## config.mk

```make
export PLATFORM = sky130hd
export DESIGN_NAME = dkm_buyer
export DESIGN_NICKNAME = d
export VERILOG_FILES = /design/src/rtl/dkm_buyer.sv
export SDC_FILE = /design/constraint.sdc
export NUM_CORES = 1
export LEC_CHECK = 0
export CELL_PAD_IN_SITES_DETAIL_PLACEMENT = 1
export CELL_PAD_IN_SITES_GLOBAL_PLACEMENT = 1
export CORE_MARGIN = 1
export CORE_UTILIZATION = 45
export CTS_BUF_LIST = sky130_fd_sc_hd__clkbuf_2 sky130_fd_sc_hd__clkbuf_4 sky130_fd_sc_hd__clkbuf_8
export DETAILED_ROUTE_END_ITERATION = 7
export PLACE_DENSITY_LB_ADDON = 0.1
export SKIP_LAST_GASP = 1
export SYNTH_ARGS = -nofsm -noshare
export SYNTH_HDL_FRONTEND = slang
export SYNTH_SLANG_ARGS = --single-unit
```

## constraint.sdc

```tcl
create_clock -name CLK -period 7 [get_ports CLK]
set_input_delay 1.4 -clock CLK [delete_from_list [all_inputs] [get_ports CLK]]
set_output_delay 1.4 -clock CLK [all_outputs]
set_load 0.02 [all_outputs]
```

## src/rtl/dkm_buyer.sv

```systemverilog
// Vending-machine buyer: feeds latched nickel/dime/quarter counts to a drink machine
// one pulse at a time, then records dispense, change, timeout or rejection results.
module dkm_buyer #(
  parameter int unsigned WAIT_MAX = 8
) (
  input  logic       CLK,
  input  logic       RST,
  input  logic       START,
  input  logic [3:0] N_CNT,
  input  logic [3:0] D_CNT,
  input  logic [3:0] Q_CNT,
  input  logic       EMPTY,
  input  logic       DISPENSE,
  input  logic       NICKEL_OUT,
  input  logic       DIME_OUT,
  input  logic       TWO_DIME_OUT,
  input  logic       USE_EXACT,
  output logic       NICKEL_IN,
  output logic       DIME_IN,
  output logic       QUARTER_IN,
  output logic       BUSY,
  output logic       DONE,
  output logic       GOT_CAN,
  output logic       TIMEOUT,
  output logic       REJECTED,
  output logic [7:0] PAID,
  output logic [7:0] CHANGE,
  output logic       EXACT_SEEN
);

  // state | meaning
  // IDLE  | waiting for START
  // FEED  | one coin pulse is high this cycle
  // GAP   | all coin outputs low between pulses
  // WAIT  | all coins sent, waiting up to WAIT_MAX cycles for DISPENSE
  // FIN   | DONE pulse, results final
  typedef enum logic [2:0] {IDLE, FEED, GAP, WAIT, FIN} state_t;

  localparam logic [7:0] WAIT_LOAD = 8'(WAIT_MAX - 1);

  state_t     state, state_nxt;
  logic [3:0] n_left, d_left, q_left, n_left_nxt, d_left_nxt, q_left_nxt;
  logic [7:0] wait_cnt, wait_cnt_nxt;
  logic       nickel_nxt, dime_nxt, quarter_nxt;
  logic       busy_nxt, done_nxt, got_can_nxt, timeout_nxt, rejected_nxt, exact_nxt;
  logic [7:0] paid_nxt, change_nxt;

  logic [3:0] src_n, src_d, src_q;
  logic       have_coin, pick_n, pick_d, pick_q;
  logic [7:0] coin_val, paid_base, paid_sat, change_val;
  logic [8:0] paid_sum;

  // In IDLE the next coin is chosen from the inputs being latched, otherwise from what is left.
  assign src_n     = (state == IDLE) ? N_CNT : n_left;
  assign src_d     = (state == IDLE) ? D_CNT : d_left;
  assign src_q     = (state == IDLE) ? Q_CNT : q_left;
  assign have_coin = (src_n != 4'd0) || (src_d != 4'd0) || (src_q != 4'd0);
  assign pick_n    = (src_n != 4'd0);
  assign pick_d    = !pick_n && (src_d != 4'd0);
  assign pick_q    = !pick_n && !pick_d && (src_q != 4'd0);
  assign coin_val  = pick_n ? 8'd5 : (pick_d ? 8'd10 : 8'd25);
  assign paid_base = (state == IDLE) ? 8'd0 : PAID;
  assign paid_sum  = {1'b0, paid_base} + {1'b0, coin_val};
  assign paid_sat  = paid_sum[8] ? 8'hFF : paid_sum[7:0];
  assign change_val = (NICKEL_OUT ? 8'd5 : 8'd0) + (DIME_OUT ? 8'd10 : 8'd0)
                    + (TWO_DIME_OUT ? 8'd20 : 8'd0);

  always_comb begin
    state_nxt    = state;
    n_left_nxt   = n_left;
    d_left_nxt   = d_left;
    q_left_nxt   = q_left;
    wait_cnt_nxt = wait_cnt;
    nickel_nxt   = 1'b0;
    dime_nxt     = 1'b0;
    quarter_nxt  = 1'b0;
    busy_nxt     = BUSY;
    done_nxt     = 1'b0;
    got_can_nxt  = GOT_CAN;
    timeout_nxt  = TIMEOUT;
    rejected_nxt = REJECTED;
    exact_nxt    = EXACT_SEEN;
    paid_nxt     = PAID;
    change_nxt   = CHANGE;

    case (state)
      IDLE: begin
        if (START) begin
          paid_nxt    = 8'd0;
          change_nxt  = 8'd0;
          got_can_nxt = 1'b0;
          timeout_nxt = 1'b0;
          if (EMPTY) begin
            rejected_nxt = 1'b1;
            done_nxt     = 1'b1;
            state_nxt    = FIN;
          end else begin
            rejected_nxt = 1'b0;
            exact_nxt    = USE_EXACT;
            busy_nxt     = 1'b1;
            n_left_nxt   = N_CNT;
            d_left_nxt   = D_CNT;
            q_left_nxt   = Q_CNT;
            state_nxt    = WAIT;
            wait_cnt_nxt = WAIT_LOAD;
          end
        end
      end
      FEED: state_nxt = GAP;
      GAP: begin
        state_nxt    = WAIT;
        wait_cnt_nxt = WAIT_LOAD;
      end
      WAIT: begin
        if (wait_cnt == 8'd0) begin
          timeout_nxt = 1'b1;
          got_can_nxt = 1'b0;
          change_nxt  = 8'd0;
          busy_nxt    = 1'b0;
          done_nxt    = 1'b1;
          state_nxt   = FIN;
        end else begin
          wait_cnt_nxt = wait_cnt - 8'd1;
        end
      end
      FIN: state_nxt = IDLE;
      default: state_nxt = IDLE;
    endcase

    // Issue the next coin when starting or leaving a gap; this overrides the WAIT entry above.
    if (((state == IDLE) && START && !EMPTY) || ((state == GAP) && !DISPENSE)) begin
      if (have_coin) begin
        nickel_nxt  = pick_n;
        dime_nxt    = pick_d;
        quarter_nxt = pick_q;
        n_left_nxt  = src_n - {3'b000, pick_n};
        d_left_nxt  = src_d - {3'b000, pick_d};
        q_left_nxt  = src_q - {3'b000, pick_q};
        paid_nxt    = paid_sat;
        state_nxt   = FEED;
      end
    end

    // DISPENSE wins over a coincident WAIT timeout.
    if (DISPENSE && ((state == FEED) || (state == GAP) || (state == WAIT))) begin
      change_nxt   = change_val;
      got_can_nxt  = 1'b1;
      timeout_nxt  = 1'b0;
      busy_nxt     = 1'b0;
      done_nxt     = 1'b1;
      nickel_nxt   = 1'b0;
      dime_nxt     = 1'b0;
      quarter_nxt  = 1'b0;
      state_nxt    = FIN;
    end
  end

  always_ff @(posedge CLK or posedge RST) begin
    if (RST) begin
      state      <= IDLE;
      n_left     <= 4'd0;
      d_left     <= 4'd0;
      q_left     <= 4'd0;
      wait_cnt   <= 8'd0;
      NICKEL_IN  <= 1'b0;
      DIME_IN    <= 1'b0;
      QUARTER_IN <= 1'b0;
      BUSY       <= 1'b0;
      DONE       <= 1'b0;
      GOT_CAN    <= 1'b0;
      TIMEOUT    <= 1'b0;
      REJECTED   <= 1'b0;
      EXACT_SEEN <= 1'b0;
      PAID       <= 8'd0;
      CHANGE     <= 8'd0;
    end else begin
      state      <= state_nxt;
      n_left     <= n_left_nxt;
      d_left     <= d_left_nxt;
      q_left     <= q_left_nxt;
      wait_cnt   <= wait_cnt_nxt;
      NICKEL_IN  <= nickel_nxt;
      DIME_IN    <= dime_nxt;
      QUARTER_IN <= quarter_nxt;
      BUSY       <= busy_nxt;
      DONE       <= done_nxt;
      GOT_CAN    <= got_can_nxt;
      TIMEOUT    <= timeout_nxt;
      REJECTED   <= rejected_nxt;
      EXACT_SEEN <= exact_nxt;
      PAID       <= paid_nxt;
      CHANGE     <= change_nxt;
    end
  end

endmodule

```

==> results.py, run 1 <==
metrics = {
    "layout": {
        "n_fill_cell": 699,
        "final_nets": 393,
        "multi_input_area_sq_mm": 0.001635,
        "syn_to_final_growth_pct": 18.90,
        "drive_above_1_share_pct": 7.283,
        "fin_util_pct": 56.75,
        "diodes": 0,
        "seqCellArea_sq_mm": 0.001151,
    },
    "critical_path": {
        "critPathLaunchType": "input port",
        "worstPathArrival_ns": 4.71,
        "path_class": "in -> reg",
        "required_ns": 7.16,
        "crit_fanout": 4,
        "worstSetupEndpointType": "flop",
    },
    "place": {
        "dp_hpwl_mm": 5.783,
        "routabilityCongestion": 0.8180,
        "io_buffers": 43,
    },
    "clock_tree": {
        "cts_root_buf": "clkbuf_8",
        "clk_latency_ns": 0.31,
        "htree_levels": 2,
        "cts_buffers": 5,
        "cts_resized": 0,
        "clkSlewWorstSetupHoldPaths_ns": 0.09,
        "ctsHoldBuffers": 0,
        "cts_setup_buffers": 0,
        "cts_tree": "yes",
        "clock-sinks": 46,
        "clock_path_buffers": 2,
    },
    "sta": {
        "drv_slew": 0,
        "skew_ns": 0.01386,
        "tns_ns": 0,
        "relSlewSlack_pct": 24.51,
        "fmax_ghz": 0.2198,
        "final.min_clock_period_ns": 4.549,
        "rsz0062_at_grt": "false",
        "finalHoldViolCount": 0,
        "min_period_over_period_pct": 64.98,
        "finalSetupViolCount": 0,
        "max_slew.worst_pin.slew_ns": 1.130,
    },
    "power_and_ir_drop": {
        "p_leak_nw": 1.612,
        "p_per_area_mw_per_mm2": 383.5,
        "ir_worst_vdd_uv": 211.1,
    },
    "yosys": {
        "synthTopCellsByArea": "dfrtp_1, ha_1, nand2_1, nor2_1, a21oi_1",
        "synth_area_sq_mm": 0.002893,
        "synth_edf_count": 0,
        "yosysMostFrequentCell": "nand2_1",
        "yosysTopAreaCell": "dfrtp_1",
        "synth_ff_type": "dfrtp_1",
        "synth_cell_types": 60,
        "ys_warn_count": 0,
        "synth.ff_latch_count": 46,
        "async_reset_ff_share_pct": 100.0,
        "yosys-top-cells-count": "nand2_1, dfrtp_1, nor2_1, a21oi_1",
        "syn_inst": 321,
        "synth_top_cell_area_share_pct": 39.79,
        "seq_area_frac_synth_pct": 39.79,
        "avgSynthCellArea_sq_um": 9.012,
    },
    "route": {
        "drc": 0,
        "wire_per_inst_um": 18.77,
        "vias": 2621,
        "drtPass1Iterations": 4,
        "postRouteAntennaNets": 0,
        "routed_via_density": 6.067,
        "totalWireLength_mm": 8.108,
        "drt-initial-drc-count": 118,
    },
    "grt": {
        "grt_pass1_wl_mm": 13.49,
        "first_global_vias": 2714,
        "grt_overflow": 0,
        "grt_max_degree": 47,
        "track_usage_pct": 26.59,
        "grt_antenna_before_repair": 0,
    },
    "floorplan": {
        "initial_core_util_pct": 47.73,
        "core-area_sq_mm": 0.006061,
        "num_rows": 28,
        "die_h_um": 82.18,
        "die_x_um": 82.18,
        "die-area_sq_mm": 0.006753,
        "pin_count": 46,
    },
    "run_status": {
        "status": "completed",
    },
    "job": {
        "cap_violations": 0,
    },
    "worst_hold_path": {
        "hold_path_class": "reg -> reg",
    },
}
## report_power, final
part / total (mW) / internal [mW] / switching, mW / leakage [nW]
Clock: 0.172 / 0.0706 / 0.101 / 0.0483
Combinational: 0.711 / 0.309 / 0.402 / 0.991
Sequential: 0.437 / 0.352 / 0.0842 / 0.572
## sequential cells by signal, summed over array words and instances, names as in the netlist
register,cells
GOT_CAN,1
REJECTED,1
QUARTER_IN,1
CHANGE,6
DONE,1
state,3
n_left,4
TIMEOUT,1
q_left,4
d_left,4
BUSY,1
EXACT_SEEN,1
PAID,8
wait_cnt,8
NICKEL_IN,1
DIME_IN,1
## worst paths after layout
check                                   startpoint                       to  slack, ns  cells after the start
setup / recovery                          N_CNT[1]        PAID[1]$_DFF_PP0_       2.45                     14
hold / removal             wait_cnt[7]$_DFFE_PP0P_  wait_cnt[7]$_DFFE_PP0P_       0.48                      1
setup reg to reg               n_left[2]$_DFF_PP0_        PAID[1]$_DFF_PP0_       3.54                     12
hold reg to reg            wait_cnt[7]$_DFFE_PP0P_  wait_cnt[7]$_DFFE_PP0P_       0.48                      1
max in group asynchronous                      RST      n_left[3]$_DFF_PP0_       4.73                      2
min in group asynchronous                      RST      GOT_CAN$_DFFE_PP0P_       1.64                      2
## per-stage QoR
step	hold WS [ns]	worst slack, ns	cells	area, sq um	total power [mW]
after floorplan	0.4393	3.051	322	2897	0.9059
after global placement	0.4572	2.308	424	3352	1.124
after detailed placement	0.4721	2.127	424	3352	1.149
after CTS	0.4849	2.451	432	3440	1.327
after global routing	0.5150	2.187	432	3440	1.422
final	0.4800	2.451	432	3440	1.319
## worst max-delay path, stage by stage
cell and delay, ns:
clkdlybuf4s50_1 0.48, nor4_1 0.48, nand2_1 0.10, o21a_1 0.15, inv_1 0.14, o211a_1 0.18
inv_1 0.07, ha_1 0.24, fa_1 0.41, a21o_1 0.21, a22o_1 0.23, o211ai_1 0.34
nand2_1 0.13, a2bb2oi_1 0.16
## metal layers
metal	vias to the layer above	part of all wire (%)	track usage [%]
met1	1291	45	34.60
met3	13	5.0	4.286
met5	-	0	0
met2	79	48	45.21
met4	0	1.5	7.895
li1	1238	-	-
## layout make-up
cell class                      instances  share of cell area [%]
Timing Repair Buffer                   45                   12.95
Clock inverter                          3                  0.5457
Clock buffer                            5                   2.001
Inverter                                7                  0.7639
Multi-Input combinational cell        251                   47.54
Tap cell                               75                   2.728
Sequential cell                        46                   33.47
## cell families after synthesis
group           synth area share [%]
compound gates                 22.28
xor+xnor                      0.9085
fa+ha+maj                      7.180
buf+inv                        3.979
flops                          39.79
mux                            2.465
other cells                   0.1296
simple gates                   23.27
## placed cells by master, fill, tap and decap left out, drive strengths merged, types with 9 or more instances in the layout
cell type      count
clkdlybuf4s50     43
nor2              22
a21oi             16
o21ai             15
dfrtp             46
ha                15
nand2             48
and2               9
and3              15
(Power assumes the default switching activity.)
==> run 2: changes to the inputs <==
--- a/config.mk
+++ b/config.mk
@@ -8,7 +8,7 @@
 export CELL_PAD_IN_SITES_DETAIL_PLACEMENT = 1
 export CELL_PAD_IN_SITES_GLOBAL_PLACEMENT = 1
 export CORE_MARGIN = 1
-export CORE_UTILIZATION = 45
+export CORE_UTILIZATION = 42
 export CTS_BUF_LIST = sky130_fd_sc_hd__clkbuf_2 sky130_fd_sc_hd__clkbuf_4 sky130_fd_sc_hd__clkbuf_8
 export DETAILED_ROUTE_END_ITERATION = 7
 export PLACE_DENSITY_LB_ADDON = 0.1
==> constraint.sdc (replaced) <==
create_clock -name CLK -period 4.23 [get_ports CLK]
set_input_delay 0.846 -clock CLK [delete_from_list [all_inputs] [get_ports CLK]]
set_output_delay 0.846 -clock CLK [all_outputs]
set_load 0.02 [all_outputs]
==> run 2 against run 1 <==
  * Die area rose by 7.0%
  * Sequential share of layout area fell by 0.55 points
  * Sequential power rose by 65%
  * Critical path type unchanged
  * Design area rose by 1.7%
  * Largest power group unchanged
  * Clock-buffer cell count rose by 2
  * Register-to-register slack got worse by 2.7 ns
  * Routed wire length fell by 2.4%
  * Highest routed layer unchanged
  * First-iteration DRC count rose by 66%
==> results.py, run 2 (synthesis results as in run 1) <==
metrics = {
    "run_status": {
        "status": "completed",
    },
    "clock_tree": {
        "clock_path_buffers": 2,
        "clock-sinks": 46,
        "clkSlewWorstSetupHoldPaths_ns": 0.09,
        "clk_latency_ns": 0.30,
        "cts_buffers": 5,
        "htree_levels": 2,
        "cts_root_buf": "clkbuf_8",
        "cts_setup_buffers": 0,
        "cts_resized": 0,
        "cts_tree": "yes",
        "ctsHoldBuffers": 0,
    },
    "power_and_ir_drop": {
        "p_per_area_mw_per_mm2": 631.5,
        "p_leak_nw": 1.644,
        "finalPower_mw": 2.208,
        "ir_worst_vdd_uv": 329.8,
    },
    "sta": {
        "drv_slew": 0,
        "final.setup.worst_slack_ns": 0.4336,
        "fmax_ghz": 0.2634,
        "tns_ns": 0,
        "max_slew.worst_pin.slew_ns": 1.053,
        "min_period_over_period_pct": 89.75,
        "rsz0062_at_grt": "false",
        "skew_ns": 0.005417,
        "final.min_clock_period_ns": 3.796,
        "relSlewSlack_pct": 29.57,
        "finalSetupViolCount": 0,
        "finalHoldViolCount": 0,
    },
    "floorplan": {
        "num_rows": 29,
        "initial_core_util_pct": 44.54,
        "core-area_sq_mm": 0.006495,
        "die_x_um": 84.99,
        "pin_count": 46,
        "die_h_um": 84.99,
        "die-area_sq_mm": 0.007223,
    },
    "place": {
        "placedCellCount": 431,
        "io_buffers": 43,
        "pre_cts_ws_ns": 0.09170,
        "dp_hpwl_mm": 5.726,
        "routabilityCongestion": 0.8305,
    },
    "layout": {
        "multi_input_area_sq_mm": 0.001635,
        "final_common_cell": "nand2_1",
        "n_fill_cell": 777,
        "drive_above_1_share_pct": 8.564,
        "seqCellArea_sq_mm": 0.001151,
        "final_nets": 398,
        "syn_to_final_growth_pct": 20.89,
        "top_regs": "PAID (8), wait_cnt (8), CHANGE (6)",
        "fin_cells": 439,
        "layout_common_cells": "nand2_1, dfrtp_1, clkdlybuf4s50_1",
        "diodes": 0,
        "fin_util_pct": 53.84,
    },
    "grt": {
        "grt_pass1_wl_mm": 13.30,
        "grt_max_degree": 47,
        "first_global_vias": 2694,
        "track_usage_pct": 23.36,
        "grt_antenna_before_repair": 0,
        "grt_overflow": 0,
    },
    "route": {
        "routed_via_density": 5.929,
        "drt-met1-wl_mm": 3.819,
        "maxUsedRoutingLayer": "met4",
        "met2_length_mm": 3.807,
        "postRouteAntennaNets": 0,
        "totalWireLength_mm": 7.917,
        "wl_met3_um": 227,
        "drt-initial-drc-count": 196,
        "wire_per_inst_um": 18.03,
        "vias": 2603,
        "drc": 0,
        "drtPass1Iterations": 4,
    },
    "critical_path": {
        "worstPathArrival_ns": 3.99,
        "path_class": "in -> reg",
        "critPathTopFamily": "compound AO/OA/AOI/OAI gates",
        "ff2ff_setup_slack_ns": 0.85,
        "required_ns": 4.43,
        "path_buf_inv": 3,
        "critPathLaunchType": "input port",
        "worstSetupEndpointType": "flop",
        "crit_fanout": 4,
        "crit_chain": "clkdlybuf4s50_1 -> nor4_1 -> nand2_1 -> o21a_1 -> inv_1 -> o211a_1 -> inv_1 -> ha_1 -> fa_1 -> a21o_1 -> a22o_1 -> o211ai_1 -> and4_1 -> nor3_1",
        "critPathMaxStageDelay_ns": 0.46,
        "crit_slowest_cell": "clkdlybuf4s50_1",
        "cpMostUsedCell": "inv_1",
    },
    "job": {
        "cap_violations": 0,
    },
    "worst_hold_path": {
        "hold_path_class": "reg -> reg",
    },
}
## run 2: changes by cell type in the layout (fill, tap and decap cells not counted), sizes merged
| cell | before | now |
|---|---|---|
| buf | 2 | 7 |
| clkbuf | 5 | 7 |
| inv | 8 | 7 |
| clkinv | 2 | 1 |
## run 2: worst paths after layout
path                                              from                      to  cells past startpoint
worst max-delay path                          N_CNT[1]       PAID[7]$_DFF_PP0_                     14
worst min-delay path            EXACT_SEEN$_DFFE_PP0P_  EXACT_SEEN$_DFFE_PP0P_                      2
worst max register to register      state[2]$_DFF_PP0_       PAID[7]$_DFF_PP0_                     11
worst min register to register  EXACT_SEEN$_DFFE_PP0P_  EXACT_SEEN$_DFFE_PP0P_                      2
max in group asynchronous                          RST      state[0]$_DFF_PP0_                      2
min in group asynchronous                          RST   CHANGE[3]$_DFFE_PP0P_                      2
## run 2: report_power, final
part | leakage, nW | internal [mW] | total (mW) | switching [mW]
sequential | 0.572 | 0.583 | 0.721 | 0.137
clock | 0.0544 | 0.150 | 0.308 | 0.158
combinational | 1.02 | 0.521 | 1.18 | 0.659
total | 1.64 | 1.25 | 2.21 | 0.954
## run 2: area by class of cell
class	instances	area share, %
multi-input cells	251	46.76
repair buffers	50	13.81
inverters	7	0.7513
clock inverters	1	0.2504
well taps	77	2.755
flip-flops and latches	46	32.92
clock buffers	7	2.755
## run 2: worst min-delay path, cell delays in order, from the launching register on
cell     delay, ns
dfrtp_1       0.36
nand2_1       0.05
nand2_1       0.05
## run 2: metal layers
metal / vias to the layer above / global-route usage [%]
li1: 1251 / -
met2: 37 / 39.52
met1: 1309 / 31.78
met3: 6 / 3.016
met5: - / 0
met4: 0 / 5.855
## run 2: per-stage QoR
stage,hold slack [ns],instance area [sq um]
after floorplan,0.4393,2897
after global placement,0.4569,3392
after detailed placement,0.4768,3392
after CTS,0.5020,3497
after global routing,0.5132,3497
final,0.4938,3497
==> run 3: changes to the inputs <==
--- a/config.mk
+++ b/config.mk
@@ -12,6 +12,7 @@
 export CTS_BUF_LIST = sky130_fd_sc_hd__clkbuf_2 sky130_fd_sc_hd__clkbuf_4 sky130_fd_sc_hd__clkbuf_8
 export DETAILED_ROUTE_END_ITERATION = 7
 export PLACE_DENSITY_LB_ADDON = 0.1
+export RECOVER_POWER = 50
 export SKIP_LAST_GASP = 1
 export SYNTH_ARGS = -nofsm -noshare
 export SYNTH_HDL_FRONTEND = slang
==> run 3 against run 2 <==
  * The flow now finishes with violations (max-capacitance violations, max-slew violations)
  * Sequential power is 0.6% lower
  * Clock-buffer cell count unchanged
  * Worst setup slack worse by 0.026 ns
  * Design area shrank 0.14%
  * Register-to-register slack got worse by 0.31 ns
  * Largest power group unchanged
  * Critical path depth is the same
  * Clock power about the same
  * Non-clock buffer count did not move
==> results.py, run 3 (synthesis results as in run 1) <==
metrics = {
    "run_status": {
        "status": "finished, violations left",
        "violations": "max-capacitance violations, max-slew violations",
    },
    "grt": {
        "grt_max_degree": 47,
        "first_global_vias": 2694,
        "grt_overflow": 0,
        "grt_pass1_wl_mm": 13.30,
        "grt_antenna_before_repair": 0,
        "track_usage_pct": 23.36,
    },
    "worst_hold_path": {
        "hold_path_class": "reg -> reg",
    },
    "sta": {
        "max_slew.worst_pin.slew_ns": 1.850,
        "finalSetupViolCount": 0,
        "finalHoldViolCount": 0,
        "drv_slew": 47,
        "min_period_over_period_pct": 90.36,
        "rsz0062_at_grt": "false",
        "final.min_clock_period_ns": 3.822,
        "fmax_ghz": 0.2616,
        "tns_ns": 0,
        "relSlewSlack_pct": -23.49,
        "skew_ns": 0.004087,
    },
    "clock_tree": {
        "cts_resized": 0,
        "cts_root_buf": "clkbuf_8",
        "htree_levels": 2,
        "clk_latency_ns": 0.30,
        "cts_setup_buffers": 0,
        "cts_buffers": 5,
        "ctsHoldBuffers": 0,
        "cts_tree": "yes",
        "clock-sinks": 46,
        "clkSlewWorstSetupHoldPaths_ns": 0.09,
        "clock_path_buffers": 2,
    },
    "layout": {
        "syn_to_final_growth_pct": 20.72,
        "top_regs": "PAID (8), wait_cnt (8), CHANGE (6)",
        "final_common_cell": "nand2_1",
        "drive_above_1_share_pct": 8.011,
        "final_nets": 398,
        "n_fill_cell": 778,
        "fin_util_pct": 53.77,
        "diodes": 0,
        "layout_common_cells": "nand2_1, dfrtp_1, clkdlybuf4s50_1",
    },
    "critical_path": {
        "path_class": "in -> reg",
        "required_ns": 4.42,
        "crit_fanout": 4,
        "critPathLaunchType": "input port",
        "worstPathArrival_ns": 4.02,
        "worstSetupEndpointType": "flop",
        "critPathTopFamily": "compound AO/OA/AOI/OAI gates",
        "crit_chain": "clkdlybuf4s50_1 -> nor4_1 -> nand2_1 -> o21a_1 -> inv_1 -> o211a_1 -> inv_1 -> ha_1 -> fa_1 -> a21o_1 -> a22o_1 -> o211ai_1 -> and4_1 -> nor3_1",
        "cpMostUsedCell": "inv_1",
        "crit_slowest_cell": "clkdlybuf4s50_1",
        "path_buf_inv": 3,
        "critPathMaxStageDelay_ns": 0.46,
    },
    "power_and_ir_drop": {
        "switchingPower_mw": 0.9515,
        "switching_share_pct": 43.34,
        "ir_worst_vdd_uv": 329.8,
        "p_per_area_mw_per_mm2": 628.6,
        "intPower_mw": 1.244,
        "seqPwrFrac_pct": 32.7,
        "p_leak_nw": 1.664,
        "clock_power_share_pct": 14.0,
        "p_comb_share_pct": 53.3,
    },
    "place": {
        "routabilityCongestion": 0.8305,
        "dp_hpwl_mm": 5.726,
        "io_buffers": 43,
    },
    "floorplan": {
        "die-area_sq_mm": 0.007223,
        "num_rows": 29,
        "initial_core_util_pct": 44.54,
        "die_h_um": 84.99,
        "die_x_um": 84.99,
        "core-area_sq_mm": 0.006495,
        "pin_count": 46,
    },
    "route": {
        "drt-initial-drc-count": 215,
        "drc": 0,
        "wire_per_inst_um": 18.05,
        "drtPass1Iterations": 4,
        "postRouteAntennaNets": 0,
        "totalWireLength_mm": 7.926,
        "vias": 2590,
        "routed_via_density": 5.900,
    },
    "job": {
        "cap_violations": 1,
    },
}
==> run 3: cell type report <==
cell class              count  area, sq um  area share, %
repair buffers             50        483.0          13.83
clock inverters             1        8.758         0.2508
multi-input cells         251         1630          46.69
inverters                   7        26.28         0.7524
clock buffers               7        96.34          2.759
flip-flops and latches     46         1151          32.96
well taps                  77        96.34          2.759
==> run 3: layer usage <==
metal  vias up  share of wire, %  global-route usage [%]
li1       1252                 -                       -
met5         -                 0                       0
met3         6               2.8                   3.016
met2        39                48                   39.52
met4         0              0.78                   5.855
met1      1293                48                   31.78
==> run 3: path summary, 6_finish.rpt <==
path | startpoint | endpoint | slack (ns) | depth (start not counted)
worst max register to register | state[2]$_DFF_PP0_ | PAID[7]$_DFF_PP0_ | 0.54 | 11
worst min-delay path | EXACT_SEEN$_DFFE_PP0P_ | EXACT_SEEN$_DFFE_PP0P_ | 0.49 | 2
max in group asynchronous | RST | state[0]$_DFF_PP0_ | 1.59 | 2
min in group asynchronous | RST | CHANGE[3]$_DFFE_PP0P_ | 1.57 | 2
worst min register to register | EXACT_SEEN$_DFFE_PP0P_ | EXACT_SEEN$_DFFE_PP0P_ | 0.49 | 2
worst max-delay path | N_CNT[1] | PAID[7]$_DFF_PP0_ | 0.41 | 14
==> run 3: power groups by stage <==
stage               Clock, mW  Combinational, mW  Sequential [mW]
finish                  0.308               1.17            0.717
global route            0.328               1.30            0.742
CTS                     0.316               1.19            0.722
detailed placement          0               1.18            0.729
global placement            0               1.16            0.724
floorplan                   0              0.736            0.763
==> run 3: through the flow <==
stage | cells | power (mW) | setup WS [ns] | area, sq um | hold WS, ns
after CTS | 439 | 2.224 | 0.4402 | 3497 | 0.5020
after floorplan | 322 | 1.499 | 0.8346 | 2897 | 0.4393
final | 439 | 2.195 | 0.4077 | 3492 | 0.4865
after detailed placement | 431 | 1.910 | 0.09170 | 3392 | 0.4768
after global placement | 431 | 1.880 | 0.2434 | 3392 | 0.4569
after global routing | 439 | 2.370 | 0.1290 | 3492 | 0.5132
==> run 3: tightest hold or removal path, delay by kind of cell (launching register included) <==
kind          cells  cell delay (ns)
flops             1             0.35
simple gates      2             0.10
